`config.mk`:
```
export PLATFORM = sky130hd
export DESIGN_NAME = instr_fetch
export DESIGN_NICKNAME = d
export VERILOG_FILES = /design/src/rtl/instr_fetch.sv
export SDC_FILE = /design/constraint.sdc
export NUM_CORES = 1
export LEC_CHECK = 0
export CAP_MARGIN = 20
export CORE_UTILIZATION = 56
export DETAILED_ROUTE_END_ITERATION = 10
export PLACE_DENSITY = 0.81
export SYNTH_ARGS = -nofsm -noshare
export SYNTH_HDL_FRONTEND = slang
export SYNTH_SLANG_ARGS = --single-unit
```
`constraint.sdc`:
```
create_clock -name CLK -period 2.64 [get_ports CLK]
set_input_delay 0.66 -clock CLK [delete_from_list [all_inputs] [get_ports CLK]]
set_output_delay 0.66 -clock CLK [all_outputs]
set_load 0.005 [all_outputs]
```
`src/rtl/instr_fetch.sv`:
```
// Instruction-fetch reader: accepts PCs, issues one memory read per address,
// and buffers {pc, word} pairs in a show-ahead FIFO for decode. flush drops both.
module instr_fetch #(
  parameter int AW    = 8,
  parameter int IW    = 16,
  parameter int DEPTH = 4
) (
  input  logic          CLK,
  input  logic          reset,
  input  logic [AW-1:0] pc,
  input  logic          pc_valid,
  output logic          pc_ready,
  input  logic          flush,
  output logic          mem_req,
  output logic [AW-1:0] mem_addr,
  input  logic          mem_ack,
  input  logic [IW-1:0] mem_rdata,
  output logic [IW-1:0] instr,
  output logic [AW-1:0] instr_pc,
  output logic          instr_val,
  input  logic          instr_rdy
);

  localparam int PW = $clog2(DEPTH);
  localparam int CW = PW + 1;
  localparam logic [CW-1:0] FULL_CNT = CW'(DEPTH);

  localparam logic [1:0] IDLE  = 2'd0;
  localparam logic [1:0] WAIT  = 2'd1;
  localparam logic [1:0] DRAIN = 2'd2;

  logic [1:0]    state_r;
  logic [1:0]    state_next_s;
  logic [CW-1:0] count_r;
  logic [PW-1:0] wptr_r;
  logic [PW-1:0] rptr_r;
  logic [AW-1:0] pc_mem_r   [DEPTH];
  logic [IW-1:0] data_mem_r [DEPTH];
  logic          ack_s;
  logic          accept_s;
  logic          push_s;
  logic          pop_s;

  // count includes the entry being popped this cycle, so a full FIFO blocks issue
  // even while decode is draining it; this keeps a landing slot reserved per request.
  assign pc_ready  = reset && (state_r == IDLE) && !flush && (count_r < FULL_CNT);
  assign ack_s     = mem_req && mem_ack;
  assign accept_s  = pc_valid && pc_ready;
  assign push_s    = (state_r == WAIT) && ack_s && !flush;
  assign instr_val = (count_r != {CW{1'b0}});
  assign pop_s     = instr_val && instr_rdy;
  assign instr     = data_mem_r[rptr_r];
  assign instr_pc  = pc_mem_r[rptr_r];

  // Next-state selection for the single-outstanding-request fetch FSM
  always_comb begin
    state_next_s = state_r;
    case (state_r)
      IDLE: begin
        if (accept_s) state_next_s = WAIT;
        else          state_next_s = IDLE;
      end
      WAIT: begin
        if (ack_s)      state_next_s = IDLE;
        else if (flush) state_next_s = DRAIN;
        else            state_next_s = WAIT;
      end
      DRAIN: begin
        if (ack_s) state_next_s = IDLE;
        else       state_next_s = DRAIN;
      end
      default: state_next_s = IDLE;
    endcase
  end

  // FSM state and memory request registers
  always_ff @(posedge CLK or negedge reset) begin
    if (!reset) begin
      state_r  <= IDLE;
      mem_req  <= 1'b0;
      mem_addr <= {AW{1'b0}};
    end else begin
      state_r <= state_next_s;
      if (accept_s) begin
        mem_req  <= 1'b1;
        mem_addr <= pc;
      end else if (ack_s) begin
        mem_req <= 1'b0;
      end
    end
  end

  // FIFO pointers and occupancy; flush overrides any same-cycle push or pop
  always_ff @(posedge CLK or negedge reset) begin
    if (!reset) begin
      wptr_r  <= {PW{1'b0}};
      rptr_r  <= {PW{1'b0}};
      count_r <= {CW{1'b0}};
    end else if (flush) begin
      wptr_r  <= {PW{1'b0}};
      rptr_r  <= {PW{1'b0}};
      count_r <= {CW{1'b0}};
    end else begin
      if (push_s) wptr_r <= wptr_r + PW'(1);
      if (pop_s)  rptr_r <= rptr_r + PW'(1);
      case ({push_s, pop_s})
        2'b10:   count_r <= count_r + CW'(1);
        2'b01:   count_r <= count_r - CW'(1);
        default: count_r <= count_r;
      endcase
    end
  end

  // FIFO storage of fetched words tagged with their PC
  always_ff @(posedge CLK or negedge reset) begin
    if (!reset) begin
      for (int i = 0; i < DEPTH; i++) begin
        pc_mem_r[i]   <= {AW{1'b0}};
        data_mem_r[i] <= {IW{1'b0}};
      end
    end else if (push_s) begin
      pc_mem_r[wptr_r]   <= mem_addr;
      data_mem_r[wptr_r] <= mem_rdata;
    end
  end

endmodule
```
==> impl_metrics.env <==
export IMPL_drt_antenna_violating_nets=0
export IMPL_clkLatencyLatePin_ns=0.51
export IMPL_layout_drive_gt1_share_pct=47.17
export IMPL_ir_drop_mv=0.7365
export IMPL_worst_setup_path_end_kind="primary output"
export IMPL_hp_class="in2async"
export IMPL_routed_wl_microns=10420
export IMPL_io_pins=65
export IMPL_ys_dominant_reg_cell="dfrtp_1"
export IMPL_cp_start_kind="register"
export IMPL_place_area_sq_mm=0.006172
export IMPL_wl_per_cell_microns=19.44
export IMPL_synth_largest_area_cell="dfrtp_1"
export IMPL_clk_path_buf_depth=2
export IMPL_area_growth_pct=26.01
export IMPL_antenna_found_initial=0
export IMPL_grt_busiest_layer="met2"
export IMPL_yosys_warnings=0
export IMPL_status="complete, no violations"
export IMPL_use_met2_pct=36.20
export IMPL_synth_distinct_cells=36
export IMPL_cts_tree="done"
export IMPL_utilization_pct=73.86
export IMPL_fmax_ghz=0.3823
export IMPL_synth_top_family_by_area="multiplexers"
export IMPL_synth_xor_area_share_pct=0.3189
export IMPL_place_gp_congestion=0.8029
export IMPL_netlist_area_sq_mm=0.005493
export IMPL_grt_pass1_wl_microns=17000
export IMPL_vias=2944
export IMPL_synth_nets=344
export IMPL_synth_area_leaders="dfrtp_1 52%, mux2_4 22%, mux4_2 9.8%"
export IMPL_grt_util_met3_pct=6.519
export IMPL_synthSimpleGateAreaFrac_pct=3.440
export IMPL_setup_slack_ns=0.02428
export IMPL_ys_seq_area_share_pct=51.94
export IMPL_grt_pass1_vias=3220
export IMPL_critPathArrivalTime_ns=1.96
export IMPL_worstPathMaxFanout=5
export IMPL_layoutNonFillerInstCount=536
export IMPL_worst_hold_slack_ns=0.3063
export IMPL_cap_viol_max_count=0
export IMPL_multiInputGateArea_sq_mm=0.002420
export IMPL_rsz0062_at_grt="true"
export IMPL_overflow=0
export IMPL_diodes=0
export IMPL_finalCriticalPeriod_ns=2.616
export IMPL_drc=0
export IMPL_portBuffers=64
export IMPL_synth_avg_cell_area_sq_um=17.78
export IMPL_dieArea_sq_mm=0.01021
export IMPL_dieHeight_microns=101.0
export IMPL_regArea_sq_mm=0.002854
export IMPL_synth_compound_area_share_pct=1.777
export IMPL_synth_edf_count=0
export IMPL_clkTransAtPathRegs_ns=0.05
export IMPL_yosys_area_share_adder_pct=1.276
export IMPL_row_count=35
export IMPL_power_density_mw_per_mm2=834.2
export IMPL_htreeDepth=4
export IMPL_synth_top_area_share_pct=51.94
export IMPL_tightest_slew_ns=0.8457
export IMPL_finalSetupTns_ns=0
export IMPL_core_area_sq_mm=0.009371
export IMPL_period_share_pct=99.08
export IMPL_grt_start_max_net_pins=70
export IMPL_criticalPathCategory="reg2out"
export IMPL_synthArstFlopShare_pct=100.0
export IMPL_clock_root_buffer="clkbuf_8"
export IMPL_dp_cells=495
export IMPL_p_leak_nw=3.476
export IMPL_syn_instance_count=309
export IMPL_slew_viol_final=0
export IMPL_nFillCells=568
export IMPL_cts_sinks=114
export IMPL_setup_viol=0
export IMPL_synth_seq_cells=114
export IMPL_pre_cts_slack_ns=0.09691
export IMPL_dp_hpwl_microns=6213
export IMPL_die_x_microns=101.0
export IMPL_worstPathRequired_ns=1.98
export IMPL_power_total_mw=5.774
export IMPL_grt_use_met1_pct=30.82
export IMPL_synthMuxAreaShare_pct=37.24
export IMPL_relSlewSlack_pct=43.62
export IMPL_stdcell_area_sq_mm=0.006922
export IMPL_fin_skew_ns=0.006361
export IMPL_drt_vias_per_instance=5.493
export IMPL_final_hold_viol_count=0
export IMPL_first_pass_iters=4
export IMPL_start_util_pct=58.61
export IMPL_drtIter0Drc=81
export IMPL_gr_usage_all_layers_pct=22.85
export IMPL_finalNetCount=429
export IMPL_numCtsBuffers=17
-- sequential cells by signal, summed over array words and instances (netlist names) --
register	flops
pc_mem_r	32
count_r	3
mem_addr	8
rptr_r	2
wptr_r	2
data_mem_r	64
mem_req	1
state_r	2
-- power by group --
group / switching (mW) / total [mW] / internal (mW)
Clock: 0.769 / 2.44 / 1.67
Combinational: 0.412 / 1.20 / 0.788
Sequential: 0.203 / 2.14 / 1.93
Total: 1.38 / 5.77 / 4.39
-- layout make-up --
type | instances | share of cell area [%]
clock inverter | 11 | 2.639
tap | 129 | 2.332
sequential | 114 | 41.23
clock buffer | 21 | 6.490
multi-input combinational | 174 | 34.96
inverter | 5 | 0.2711
timing repair buffer | 82 | 12.08
-- final timing paths --
kind	startpoint	end	slack, ns	cells after the start
max reg2reg	count_r[0]$_DFFE_PN0P_	count_r[2]$_DFFE_PN0P_	0.63	7
min in group CLK	data_mem_r[51]$_DFFE_PN0P_	data_mem_r[51]$_DFFE_PN0P_	0.50	1
max	rptr_r[0]$_DFFE_PN0P_	instr_pc[1]	0.02	4
min reg2reg	data_mem_r[51]$_DFFE_PN0P_	data_mem_r[51]$_DFFE_PN0P_	0.50	1
min	reset	pc_mem_r[2]$_DFFE_PN0P_	0.31	2
max in group asynchronous	reset	data_mem_r[33]$_DFFE_PN0P_	1.67	2
-- what timing repair did --
action,in CTS,in global routing
gates cloned,0,1
hold buffers,0,0
pin swaps,0,1
buffers inserted,0,8
endpoints found under the setup margin,24,16
resized for setup,24,29
-- cells by family after synthesis --
group,Yosys count
adders and majority gates,5
and+or+nand+nor,23
AOI/OAI and AO/OA,13
xor gates and xnor gates,2
muxes,131
DFF,114
buffers and inverters,21
-- layout by cell type (no fill, tap or decap), types with 2 or more instances in the layout --
cell type and n:
clkdlybuf4s15_1 18, clkbuf_8 3, mux2_2 27, clkbuf_16 17, nand2_1 6, inv_1 5, clkbuf_1 2, buf_12 3
nor2_1 4, clkinv_2 5, nand2_8 4, clkdlybuf4s50_1 39, buf_6 2, nor3_1 2, buf_4 12, clkbuf_2 2
bufinv_16 5, dfrtp_1 113, mux4_2 24, ha_1 4, mux2_4 80, a21oi_1 3, dlymetal6s2s_1 2, dlygate4sd2_1 2
-- Yosys cell counts, types with 2 or more instances --
cell	count
dfrtp_1	114
mux2_4	80
mux2_2	27
mux4_2	24
buf_12	8
nand2_1	6
inv_1	5
ha_1	4
nand2_8	4
nor2_1	4
a21oi_1	3
buf_2	3
clkbuf_1	3
nor3_1	2
-- worst max-delay path, cell delays in order, from the launching register on --
cell and delay, ns:
dfrtp_2 0.41, buf_12 0.12, buf_8 0.11, mux4_2 0.51, dlygate4sd2_1 0.28
-- layer usage --
metal  up-vias  part of all wire (%)
li1       1317                     -
met1      1554                    46
met3         8                   4.1
met5         -                     0
met2        65                    49
met4         0                  0.81
No activity file was read; power rests on OpenSTA's default activity.
